==> config.mk <==
export PLATFORM = sky130hd
export DESIGN_NAME = tilemap_read_arbiter
export DESIGN_NICKNAME = d
export VERILOG_FILES = /design/src/rtl/tilemap_read_arbiter.sv
export SDC_FILE = /design/constraint.sdc
export NUM_CORES = 1
export LEC_CHECK = 0
export ABC_AREA = 1
export CAP_MARGIN = 20
export CORE_MARGIN = 2
export CORE_UTILIZATION = 40
export DETAILED_ROUTE_END_ITERATION = 10
export PLACE_DENSITY = 0.75
export SYNTH_ARGS = -nofsm -noshare
export SYNTH_HDL_FRONTEND = slang
export SYNTH_SLANG_ARGS = --single-unit
==> constraint.sdc <==
create_clock -name clock -period 1.8 [get_ports clock]
set_input_delay 0.45 -clock clock [delete_from_list [all_inputs] [get_ports clock]]
set_output_delay 0.45 -clock clock [all_outputs]
set_load 0.02 [all_outputs]
==> src/rtl/tilemap_read_arbiter.sv <==
// Two-port read arbiter for the tilemap memory with locked bursts and ID return pipe.
// Define TILEMAP_ARB_FIXED_PRIO_EN to make port 0 win idle ties instead of round-robin.
module tilemap_read_arbiter #(
  parameter int ADDR_W          = 15,
  parameter int DATA_W          = 4,
  parameter int MEM_LATENCY     = 1,
  parameter int MAX_LOCK_CYCLES = 16
) (
  input  logic              clock,
  input  logic              reset,
  input  logic              req0,
  input  logic              lock0,
  input  logic [ADDR_W-1:0] addr0,
  output logic              gnt0,
  output logic              rvalid0,
  input  logic              req1,
  input  logic              lock1,
  input  logic [ADDR_W-1:0] addr1,
  output logic              gnt1,
  output logic              rvalid1,
  output logic [DATA_W-1:0] rdata,
  output logic [ADDR_W-1:0] mem_address,
  input  logic [DATA_W-1:0] mem_data
);

  localparam int CNT_W = (MAX_LOCK_CYCLES > 1) ? $clog2(MAX_LOCK_CYCLES) : 1;
  localparam logic [CNT_W-1:0] CNT_MAX = CNT_W'(MAX_LOCK_CYCLES - 1);
  localparam int PD = MEM_LATENCY + 1;

  typedef enum logic [1:0] {IDLE, OWN0, OWN1} state_e;

  state_e           state_q;
  logic             last_q;
  logic [CNT_W-1:0] cnt_q;
  logic [PD-1:0]    pv_q;
  logic [PD-1:0]    pid_q;
  logic             xfer0;
  logic             xfer1;
  logic             xfer;

  always_comb begin
    gnt0 = 1'b0;
    gnt1 = 1'b0;
    if (!reset) begin
      unique case (state_q)
        IDLE: begin
`ifdef TILEMAP_ARB_FIXED_PRIO_EN
          gnt0 = req0;
          gnt1 = req1 & ~req0;
`else
          gnt0 = req0 & (~req1 | last_q);
          gnt1 = req1 & (~req0 | ~last_q);
`endif
        end
        OWN0: gnt0 = req0;
        OWN1: gnt1 = req1;
        default: ;
      endcase
    end
  end

  assign xfer0 = req0 & gnt0;
  assign xfer1 = req1 & gnt1;
  assign xfer  = xfer0 | xfer1;

  always_ff @(posedge clock) begin
    if (reset) begin
      state_q     <= IDLE;
      last_q      <= 1'b1;
      cnt_q       <= '0;
      pv_q        <= '0;
      pid_q       <= '0;
      mem_address <= '0;
      rdata       <= '0;
      rvalid0     <= 1'b0;
      rvalid1     <= 1'b0;
    end else begin
      // oldest pipe slot lines up with mem_data for that read
      pv_q    <= {pv_q[PD-2:0], xfer};
      pid_q   <= {pid_q[PD-2:0], xfer1};
      rvalid0 <= pv_q[PD-1] & ~pid_q[PD-1];
      rvalid1 <= pv_q[PD-1] & pid_q[PD-1];
      if (pv_q[PD-1]) rdata <= mem_data;
      if (xfer) begin
        mem_address <= xfer1 ? addr1 : addr0;
        last_q      <= xfer1;
      end
      unique case (state_q)
        IDLE: begin
          if (xfer0 && lock0) begin
            state_q <= OWN0;
            cnt_q   <= '0;
          end else if (xfer1 && lock1) begin
            state_q <= OWN1;
            cnt_q   <= '0;
          end
        end
        OWN0: begin
          if (!lock0 || cnt_q == CNT_MAX) begin
            state_q <= IDLE;
            last_q  <= 1'b0;
          end else begin
            cnt_q <= cnt_q + CNT_W'(1);
          end
        end
        OWN1: begin
          if (!lock1 || cnt_q == CNT_MAX) begin
            state_q <= IDLE;
            last_q  <= 1'b1;
          end else begin
            cnt_q <= cnt_q + CNT_W'(1);
          end
        end
        default: state_q <= IDLE;
      endcase
    end
  end

endmodule

==> summary by stage, run 1 <==
Yosys
Yosys printed 0 warnings. The cell area that synthesis handed to floorplanning was 1570 sq um. Ranked by total cell area, the synthesized netlist is headed by sky130_fd_sc_hd__dfxtp_1, sky130_fd_sc_hd__nand2_1, sky130_fd_sc_hd__nand3_1.

The area share of the leading cell type in the synthesized netlist is 40.8%. When the netlist entered floorplanning its net count stood at between 200 and 250. The largest total area in the synthesized netlist belongs to sky130_fd_sc_hd__dfxtp_1. The synthesized design contains 32 register bits. The post-synthesis area per instance is 7.77 sq um. The number of cells produced by synthesis is 202.

After synthesis, the netlist uses 27 different library cells. The sequential area share after synthesis is 40.8%.

STA
For this run, the top clock speed supported by timing is 569 MHz. The worst pin sits at a relative slew slack of between 80% and 90%. The final-report max-slew violation count is 0.

The final hold violation count is 0. The share of the clock period used by the worst path is 97.6%. Setup repair after global routing could not meet its margin everywhere. The minimum clock period is 1760 ps. Setup violations remaining at the end of the flow were counted as 0. On the final layout, the worst clock skew is 5.19 ps. For the pin with the worst max-slew slack, the measured transition is 295 ps. The post-layout worst setup margin is 43.3 ps.

Worst setup path
The maximum fanout along the worst path is 3. By startpoint and endpoint, the worst setup path is classified as flop to output pin. For this run, the slowest stage of the critical path takes around 330 ps. The critical path arrival is 1310 ps. STA classifies the critical path startpoint as a flop. The cell occurring most often along the worst timing path is sky130_fd_sc_hd__nand2_4. The endpoint required time on the critical path is 1350 ps. For this design, the slowest cell found on the critical path is sky130_fd_sc_hd__dfxtp_2. The element type at the critical path end is an output pin. Across all register-to-register paths, the minimum setup slack is 210 ps. For the worst flop-to-flop path, the logic depth is 12. Walking the worst path, the cells encountered are buf_4 > ha_2 > inv_2 > nand2_4 > nand2_4 > clkinv_4 > buf_6.

Cells and area
The total of fill cells in the finished design is 340. The proportion of layout cells with a drive suffix above 1 is 20.2%. Leaving out fill and tap cells, the most frequent cells in the layout are sky130_fd_sc_hd__clkdlybuf4s50_1, sky130_fd_sc_hd__nand2_1, sky130_fd_sc_hd__dfxtp_1, sky130_fd_sc_hd__nand3_1, sky130_fd_sc_hd__buf_4.

The sequential standard cell area is 643 sq um. The multi-input combinational cell area is around 820 sq um. The number of antenna diodes in the final layout is 0.

Leaving out fill and tap cells, the most frequent cell in the layout is sky130_fd_sc_hd__clkdlybuf4s50_1. The post-route core utilization is 65.9%. The number of standard cells in the final layout excluding fillers is 330. Compared with the post-synthesis result, the final layout area differs by 56.1%. The net count reported at finish is 327. The post-route cell area is 2450 sq um.

Route
The number of vias per cell is around 4.9. For this block, the via count after detailed routing is 1,606. In the routed design, unresolved DRC markers number 0. The overall routed net length is 3.87 mm. In the final routed layout, each cell accounts on average for about 12 um.

The remaining number of nets flagged by the antenna check after routing is 0. The first-pass iteration count of the detailed router is 4. For this block, the initial DRC count from the detailed router was between 60 and 70.

Global route
Entering global routing, the biggest net connects 19 pins. The number of antenna violations at the first check in global routing is 0. The total global-route track usage is a little under a fifth. The layer with the highest usage after global routing is met2. Summed over all layers, the global routing overflow is 0. For met2 alone, demand over resource in global routing was 32.0%. The number of global-route vias before repair came to 1,447.

The met1 layer usage reported by global route is ~22%. The global-route wire length before repair is between 6 and 7 mm. The routing usage on met3 is 6.59%.

Clock network
The cell chosen for the clock root is sky130_fd_sc_hd__clkbuf_8. After clock tree synthesis, the flow added hold-fix buffers numbering 0. For this design, the sink count on the clock tree is 32. Buffers inserted during clock tree synthesis total 5. TritonCTS built the clock tree. The H-tree was split into 2 levels. The longest clock path from root to sink contains 2 buffers.

The clock transition at the register clock pins on the worst setup and hold paths after CTS is 70 ps. The insertion delay to the later sink of the worst-skew pair is 290 ps. The buffer count from post-CTS setup fixing is 0.

Floorplan
The I/O pin total is 63. The floorplan step defined a core boundary enclosing roughly 3700 sq um. The effective utilization at floorplan is a little over two fifths. In this run the vertical extent of the chip is 66.6 um. The floorplan step defined a die boundary enclosing 4440 sq um. In this run the horizontal extent of the chip is 66.6 um. The total number of placement rows is 22.

Run
The tool flagged a number of max-cap violations equal to 0.

Placement
The area of placed instances is 2310 sq um. The count of port buffers added during placement is 62. The routability-driven placement congestion ratio is 0.823. The detailed placement HPWL is 2.92 mm. The number of placed instances, taps included, is 322. The worst slack at placement is -613 ps.

Power
The completed layout was analyzed and its total power is 0.00219 W. For this design the ratio of total power to cell area is 892 nW/um^2. In this run the static leakage power is 0.982 nW. The maximum vdd ir drop is 450 uV.

Outcome
The flow ran to the end, and the final reports show no timing, DRC or antenna violations.

Worst hold path
Along the worst hold path, the cell count comes to 2. The tightest min-delay check is of the flop to flop type.
## critical path, delay by kind of cell (launching register included)
family | cells | cell delay, ps
adders and majority gates | 1 | 200
buffers and inverters | 4 | 380
DFF | 1 | 330
and+or+nand+nor | 2 | 120
## final timing paths
path,from,endpoint
worst max-delay path,state_q[0]$_SDFFE_PP0P_,gnt0
worst min-delay path,pv_q[0]$_SDFF_PP0_,pv_q[1]$_SDFF_PP0_
worst max register to register,state_q[0]$_SDFFE_PP0P_,mem_address[10]$_SDFFE_PP0N_
worst min register to register,pv_q[0]$_SDFF_PP0_,pv_q[1]$_SDFF_PP0_
## sequential cells by signal, summed over array words and instances (netlist names)
register / cells
cnt_q: 4
last_q: 1
mem_address: 15
pid_q: 2
pv_q: 2
rdata: 4
rvalid0: 1
rvalid1: 1
state_q: 2
## report_power, final
part / switching [W] / internal [W]
Sequential: 0.0000454 / 0.000795
Clock: 0.000274 / 0.000269
Combinational: 0.000424 / 0.000380
Total: 0.000743 / 0.00144
## routing by layer
layer | wire length [um] | up-vias
met4 | 59 | 0
met5 | 0 | -
met3 | 252 | 6
met1 | 1670 | 726
met2 | 1890 | 51
li1 | - | 823
## cells in the mapped netlist
master / n
sky130_fd_sc_hd__nand2_1: 51
sky130_fd_sc_hd__dfxtp_1: 32
sky130_fd_sc_hd__nand3_1: 25
sky130_fd_sc_hd__inv_1: 17
sky130_fd_sc_hd__a31oi_1: 15
sky130_fd_sc_hd__nor2_1: 14
sky130_fd_sc_hd__a21oi_1: 7
sky130_fd_sc_hd__ha_1: 6
sky130_fd_sc_hd__o21ai_0: 5
sky130_fd_sc_hd__nand2_4: 4
sky130_fd_sc_hd__nand2_2: 3
sky130_fd_sc_hd__nand3_2: 3
sky130_fd_sc_hd__buf_2: 2
sky130_fd_sc_hd__clkbuf_1: 2
sky130_fd_sc_hd__clkinv_4: 2
sky130_fd_sc_hd__nand4_1: 2
sky130_fd_sc_hd__nor2_4: 2
sky130_fd_sc_hd__buf_12: 1
sky130_fd_sc_hd__buf_6: 1
sky130_fd_sc_hd__buf_8: 1
sky130_fd_sc_hd__inv_2: 1
sky130_fd_sc_hd__inv_4: 1
sky130_fd_sc_hd__nand2_8: 1
sky130_fd_sc_hd__nor2_2: 1
sky130_fd_sc_hd__nor3_1: 1
sky130_fd_sc_hd__or2_2: 1
sky130_fd_sc_hd__xor2_1: 1
## per-stage QoR
step,hold slack (ps),setup TNS [ps]
6_report,403,0
5_1_grt,430,-16.4
4_1_cts,404,0
3_5_place_dp,394,-5420
3_3_place_gp,391,-4920
2_1_floorplan,388,0
## cell type report
cell class	count	share of cell area [%]
timing repair buffer	79	30.5
clock buffer	5	2.81
sequential	32	26.3
multi-input combinational	142	33.3
tap	48	2.45
inverter	21	3.93
clock inverter	3	0.766
## kinds of logic after synthesis
group | synth area share, %
flip-flops | 40.8
buffers and inverters | 9.89
adder cells (fa/ha/maj) | 4.78
XOR/XNOR | 0.558
AO/OA/AOI/OAI | 9.81
AND/OR/NAND/NOR | 34.1
## repair_timing
item | CTS | global route
resized for setup | 24 | 7
setup endpoints to repair | 2 | 2
pin swaps | 3 | 2
(Power assumes the default switching activity.)
==> run 2: changes to the inputs <==
--- a/config.mk
+++ b/config.mk
@@ -10,7 +10,10 @@
 export CORE_MARGIN = 2
 export CORE_UTILIZATION = 40
 export DETAILED_ROUTE_END_ITERATION = 10
+export MAX_ROUTING_LAYER = met4
 export PLACE_DENSITY = 0.75
+export RECOVER_POWER = 100
 export SYNTH_ARGS = -nofsm -noshare
 export SYNTH_HDL_FRONTEND = slang
 export SYNTH_SLANG_ARGS = --single-unit
+export TNS_END_PERCENT = 50
==> summary by stage, run 2 (synthesis gave the netlist of run 1 again) <==
Outcome
The run finished with clean final reports.

STA
Adding up every negative setup slack in the final design gives 0 ps. The final-report max-slew violation count was 0. The worst path in the final design needs a cycle of 1750 ps, including I/O delays and setup.

For the pin with the worst max-slew slack, the measured transition is 298 ps. Headroom to the max-slew limit came out at 80.1%. The share of the clock period used by the worst path is 97.5%. The maximum clock frequency is 570 MHz. The final hold violation count is 0. The maximum clock skew at final layout is approximately 5.3 ps. Setup repair after global routing could not meet its margin everywhere.

Setup violations remaining at the end of the flow were counted as 0.

Worst setup path
For this run, the slowest stage of the critical path takes between 300 and 400 ps. The launching point of the worst reg2reg path is state_q[0]$_SDFFE_PP0P_. The maximum fanout along the worst path is 3. The cell family contributing the most delay on the critical path is buffers and inverters.

The critical path contains buffers and inverters numbering 4 combined. The cell depth of the worst flop-to-flop path is 12. Data arrives at the worst endpoint at 1300 ps.

The start-to-end type of the worst setup path is flop to output pin. The endpoint of the most critical register-to-register path is mem_address[10]$_SDFFE_PP0N_. The kind of start point of the critical path is a flop. The cell with the largest stage delay on the worst path is sky130_fd_sc_hd__dfxtp_2. The worst setup path is captured at an output pin.

The critical path goes through buf_4 > ha_2 > inv_2 > nand2_4 > nand2_4 > clkinv_4 > buf_6. The endpoint required time on the critical path is 1350 ps. Counting stages on the worst path, the most repeated cell is sky130_fd_sc_hd__nand2_4. In this run the register-to-register setup slack is 210 ps.

Cells and area
The largest registers in the layout are mem_address (15), cnt_q (4), rdata (4). The library cells used most frequently in the layout, excluding fill and tap cells, are sky130_fd_sc_hd__clkdlybuf4s50_1, sky130_fd_sc_hd__nand2_1, sky130_fd_sc_hd__dfxtp_1, sky130_fd_sc_hd__nand3_1, sky130_fd_sc_hd__buf_4. After filler insertion, the fill cell instance count of the layout stands at 340.

The most frequent standard cell in the layout excluding fill and tap cells is sky130_fd_sc_hd__clkdlybuf4s50_1. The register with the most flip-flops in the final layout is mem_address. The proportion of layout cells with a drive suffix above 1 is 20.2%. Registers take 643 sq um. Summing all multi-input logic gate instances after layout gives 816 sq um. The post-route core utilization is between 60% and 70%.

The area growth from synthesis to layout is 56.1%. The register with the most flip-flops in the layout has 15 of them. The net count reported at finish is 327. 0 antenna diodes ended up in the layout.

Power
The leakage power figure is 0.982 nW. The sequential share of power is 38.4%. The clock network fraction of total power is 24.8%. The ratio of total power to cell area is 893 nW/um^2. The net switching share of the total power is 34.0%. The maximum vdd ir drop is 452 uV.

The net switching power is approximately 0.00074 W. The internal power of the cells totals 0.00144 W. The total chip power is 0.00219 W. The share of power burned in combinational logic is 36.8%.

Clock network
The number of hold buffers added after CTS is 0. The clock net in this run drives a total of 32 sinks. In this run the post-CTS setup repair buffer count came out at 0.

The cell chosen for the clock root is sky130_fd_sc_hd__clkbuf_8. TritonCTS built the clock tree. The insertion delay to the later sink of the worst-skew pair is 290 ps. The H-tree level count is 2. The clock transition at the register clock pins on the worst setup and hold paths after CTS is about 70 ps. The total CTS buffers is 5. In this run the deepest clock path goes through 2 buffers.

Floorplan
The total number of placement rows is 22. The region available for standard cell placement spans between 3000 and 4000 sq um. Once the floorplan was initialized, standard cells occupied a little over two fifths of the core. The I/O pin total is between 60 and 70. The die footprint is 4440 sq um.

From bottom edge to top edge, the die measures 66.6 um. The die width is approximately 67 um.

Global route
The number of antenna violations at the first check in global routing is 0. The first global-routing pass estimated 6.35 mm of wire. The pin count of the biggest net entering global routing is 19. The number of global-route vias before repair was 1,450. Summed over all layers, the global routing overflow is 0. The total global-route track usage is 19.4%.

Route
The number of design-rule violations left by the first detailed-router iteration is 70. Summed over all layers, the routed wires come to around 3.9 mm. The average routed wire per standard cell is 11.7 um. The number of vias after detailed routing is between 1,500 and 2,000. After detailed routing, the number of remaining DRC violations is 0. The number of vias per cell is 4.89.

The remaining number of nets flagged by the antenna check after routing is 0. The first-pass iteration count of the detailed router is 4.

Worst hold path
Counting instances, the worst hold path has a depth of 2. The worst hold path begins at pv_q[0]$_SDFF_PP0_. In this run the worst hold path is classified as flop to flop.

The worst hold endpoint is pv_q[1]$_SDFF_PP0_.

Placement
The routability-driven placement congestion ratio is 0.835. Once detailed placement completed, the half-perimeter wirelength came to 2.92 mm. Port buffering added 62 buffers.

Run
Max-cap violations in this run came to 0.
## run 2: cell counts in the layout (fill, tap and decap cells not counted)
No cell type changed its count.
## run 2: power by group through the flow
stage | clock (W) | sequential [W] | combinational, W
after global placement | 0 | 0.000851 | 0.000770
after detailed placement | 0 | 0.000852 | 0.000777
after floorplan | 0 | 0.000916 | 0.000390
final | 0.000544 | 0.000840 | 0.000805
after global routing | 0.000593 | 0.000851 | 0.000875
after CTS | 0.000554 | 0.000839 | 0.000788
## run 2: how the worst max path moves through the flow
stage,endpoint,start,depth (start not counted)
floorplan,gnt1,state_q[0]$_SDFFE_PP0P_,9
global placement,gnt1,reset,5
finish,gnt0,state_q[0]$_SDFFE_PP0P_,7
global route,gnt0,state_q[0]$_SDFFE_PP0P_,7
CTS,gnt1,state_q[0]$_SDFFE_PP0P_,9
detailed placement,gnt1,reset,5
## run 2: through the flow
stage	hold WS (ps)	instance area [sq um]	std cells	worst slack [ps]
floorplan	388	1570	202	129
global route	430	2450	330	-10.7
global placement	391	2310	322	-605
finish	403	2450	330	45.4
detailed placement	394	2310	322	-613
CTS	404	2410	330	4.00
## run 2: cell type report
| type | count | area share (%) |
|---|---|---|
| Clock buffer | 5 | 2.81 |
| Clock inverter | 3 | 0.766 |
| Inverter | 21 | 3.93 |
| Multi-Input combinational cell | 142 | 33.3 |
| Sequential cell | 32 | 26.3 |
| Tap cell | 48 | 2.45 |
| Timing Repair Buffer | 79 | 30.5 |
## run 2: worst reg2reg max path: cells and delay by family, from the launching register on
family | cells | cell delay, ps
AOI/OAI and AO/OA | 1 | 140
adders and majority gates | 1 | 150
buffers and inverters | 4 | 470
DFF | 1 | 350
and+or+nand+nor | 6 | 400
## run 2: what timing repair did
item                                    in CTS  in global routing
endpoints found under the setup margin       2                  2
gates resized for setup                     24                  7
pin swaps                                    3                  2
## run 2: routing by layer
| metal | up-vias | track usage, % | share of wire, % |
|---|---|---|---|
| li1 | 822 | - | - |
| met1 | 728 | 22.2 | 44 |
| met2 | 57 | 32.0 | 49 |
| met3 | 6 | 5.74 | 6.0 |
| met4 | 0 | 7.40 | 1.5 |
| met5 | - | - | 0 |
==> run 3: changes to the inputs <==
==> constraint.sdc (replaced) <==
create_clock -name clock -period 2.2 [get_ports clock]
set_input_delay 0.55 -clock clock [delete_from_list [all_inputs] [get_ports clock]]
set_output_delay 0.55 -clock clock [all_outputs]
set_load 0.02 [all_outputs]
==> summary by stage, run 3 (synthesis gave the netlist of run 1 again) <==
Outcome
The run finished with clean final reports.

Clock network
The CTS sink count is 32. The clock transition at the register clock pins on the worst setup and hold paths after CTS is around 70 ps. The H-tree level count is 2. The number of hold buffers added after CTS was 0.

In this run the post-CTS setup repair buffer count came out at 0. The maximum clock path buffer count is 2. The number of clock buffers added by TritonCTS is 5. The number of resized instances in the post-cts repair step is 7.

The cell sitting at the root of the clock tree is a sky130_fd_sc_hd__clkbuf_8. The TritonCTS clock tree is yes. The insertion delay to the later sink of the worst-skew pair is 280 ps.

Worst setup path
The largest individual stage delay along the critical path comes from the cell sky130_fd_sc_hd__clkdlybuf4s50_1. The cell occurring most often along the worst timing path is sky130_fd_sc_hd__nand2_1. The endpoint required time on the critical path is 1650 ps.

The critical path goes through clkdlybuf4s50_1 > nand2_1 > nand2_1 > nand2_4 > nand2_8 > clkinv_4 > clkbuf_2. The highest cell delay on the worst timing path is 500 ps. The critical path arrival is 1550 ps.

Together, buffers and inverters on the worst path number 3. The setup slack of the most critical reg-to-reg path is 320 ps. In this run the worst path has a maximum fanout of 2. STA classifies the critical path endpoint as an output pin.

Grouping stages by cell kind, the critical path spends the most delay in buffers and inverters. The kind of start point of the critical path is a primary input. By startpoint and endpoint, the worst setup path is classified as primary input to output pin.

STA
Setup repair after global routing left no endpoint under its margin. The relative slew slack is about three fifths. The routed design could run at a clock period as short as 2100 ps. The maximum clock skew at final layout is 5.92 ps.

The setup total negative slack is 0 ps. The share of the clock period used by the worst path is 95.4%. The final hold violation count is 0. The maximum clock frequency is 476 MHz. Hold is met by between 400 and 500 ps. The final-report max-slew violation count is 0. The slew at the pin with the worst max-slew slack is 599 ps. The count of endpoints failing setup in the final report is 0.

Global route
The remaining global-route overflow is 0. The number of antenna violations at the first check in global routing is 0. For this run, the total global-route usage over all layers was measured as 19.3%. Entering global routing, the biggest net connects 19 pins. The number of global-route vias before repair came to between 1,000 and 1,500. The first global-routing pass estimated approximately 6.3 mm of wire.

Placement
The count of port buffers added during placement is 62. Summed over all nets, the half-perimeter wirelength after detailed placement is roughly 2.9 mm. The routability-driven placement congestion ratio is 0.885.

Route
The first detailed-routing pass ran for 4 iterations. The number of vias after detailed routing is 1,550. The number of vias per cell is around 4.8.

The overall routed net length is 3.84 mm. The number of design-rule violations left by the first detailed-router iteration is 85. For this run, design rule violations remaining after detail routing come to 0. Dividing the detail-routed wire length by the instance count gives around 12 um. Once detail routing completed, the nets flagged for antenna violations numbered 0.

Floorplan
The die covers 4440 sq um. From bottom edge to top edge, the die measures around 67 um. The core region is 3720 sq um. The effective utilization at floorplan is a little over two fifths.

The total number of placement rows is 22. The I/O pin total is 63. Measured along the x axis, the die boundary spans 66.6 um.

Cells and area
In the final layout, the multi-input gates occupy 758 sq um. The post-route netlist has 13.4% of its cells at a drive strength greater than 1. 0 antenna diodes ended up in the layout.

The area growth from synthesis to layout is 48.6%. mem_address holds more flip-flops than any other register. The post-route core utilization is 62.7%.

In the layout the commonest cells are sky130_fd_sc_hd__nand2_1, sky130_fd_sc_hd__clkdlybuf4s50_1, sky130_fd_sc_hd__dfxtp_1, sky130_fd_sc_hd__nand3_1, sky130_fd_sc_hd__dlygate4sd3_1. The net count reported at finish is 321. The largest registers in the layout are mem_address (15), cnt_q (4), rdata (4). The register with the most flip-flops in the layout has 15 of them. The sequential standard cell area is approximately 640 sq um. Leaving out fill and tap cells, the most frequent cell in the layout is sky130_fd_sc_hd__nand2_1.

Counting the fill cells in the layout gives 352.

Power
In this run the power density over the cells is between 700 and 800 nW/um^2. The net switching power is ~0.00057 W. Cell internal power was estimated by the tool at ~0.0012 W.

The clock network fraction of total power is 26.5%. The share of power burned in combinational logic is roughly 34%. The leakage power figure is 0.997 nW. VDD sags by at most 404 uV.

Net switching is roughly 33% of the power. Sequential cells burn between 30% and 40% of the power.

Worst hold path
The worst hold path belongs to the class flop to flop.

Run
The max capacitance violation total is 0.
run 3: cell types whose count changed in the layout (fill, tap and decap cells not counted), sizes merged:
| cell | previous run | this run |
|---|---|---|
| clkinv | 5 | 4 |
| buf | 19 | 8 |
| clkbuf | 5 | 11 |
| clkdlybuf4s50 | 57 | 38 |
| dlygate4sd2 | 3 | 1 |
| dlygate4sd3 | 0 | 21 |
run 3: per-layer routing:
layer	part of all wire [%]	global-route usage (%)
met1	41	21.2
met2	52	33.1
met3	6.1	5.91
met4	0.68	6.89
met5	0	-
run 3: worst paths after layout:
| path | start | endpoint | depth (start not counted) |
|---|---|---|---|
| setup / recovery | req0 | gnt1 | 7 |
| setup reg to reg | state_q[0]$_SDFFE_PP0P_ | mem_address[4]$_SDFFE_PP0N_ | 12 |
| hold reg to reg | pid_q[0]$_SDFF_PP0_ | pid_q[1]$_SDFF_PP0_ | 2 |
| hold / removal | pid_q[0]$_SDFF_PP0_ | pid_q[1]$_SDFF_PP0_ | 2 |
run 3: worst register-to-register path, stage by stage (launching register included):
cell	delay, ps
sky130_fd_sc_hd__dfxtp_2	350
sky130_fd_sc_hd__inv_1	70
sky130_fd_sc_hd__ha_1	210
sky130_fd_sc_hd__nand2_1	80
sky130_fd_sc_hd__inv_2	40
sky130_fd_sc_hd__nand2_1	90
sky130_fd_sc_hd__nand2_4	80
sky130_fd_sc_hd__nand2_8	70
sky130_fd_sc_hd__clkbuf_2	360
sky130_fd_sc_hd__nand2_4	100
sky130_fd_sc_hd__inv_4	150
sky130_fd_sc_hd__nand2_1	70
sky130_fd_sc_hd__a31oi_1	140
run 3: area by class of cell:
cell class	instances	share of cell area (%)
timing repair buffer	73	29.4
inverter	21	3.92
tap	48	2.58
clock buffer	6	3.54
clock inverter	2	0.429
sequential	32	27.6
multi-input combinational	142	32.5
run 3: through the flow:
step	instance area (sq um)	total power, W	instances	setup WS [ps]
after floorplan	1570	0.00107	202	429
after global placement	2270	0.00131	316	-404
after detailed placement	2270	0.00132	316	-408
after CTS	2360	0.00178	324	1.15
after global routing	2330	0.00184	324	46.4
final	2330	0.00173	324	101
run 3: power groups by stage:
| stage | sequential (W) | clock, W | combinational (W) |
|---|---|---|---|
| global placement | 0.000699 | 0 | 0.000612 |
| global route | 0.000698 | 0.000498 | 0.000643 |
| detailed placement | 0.000701 | 0 | 0.000617 |
| floorplan | 0.000750 | 0 | 0.000319 |
| finish | 0.000688 | 0.000458 | 0.000584 |
| CTS | 0.000690 | 0.000473 | 0.000620 |
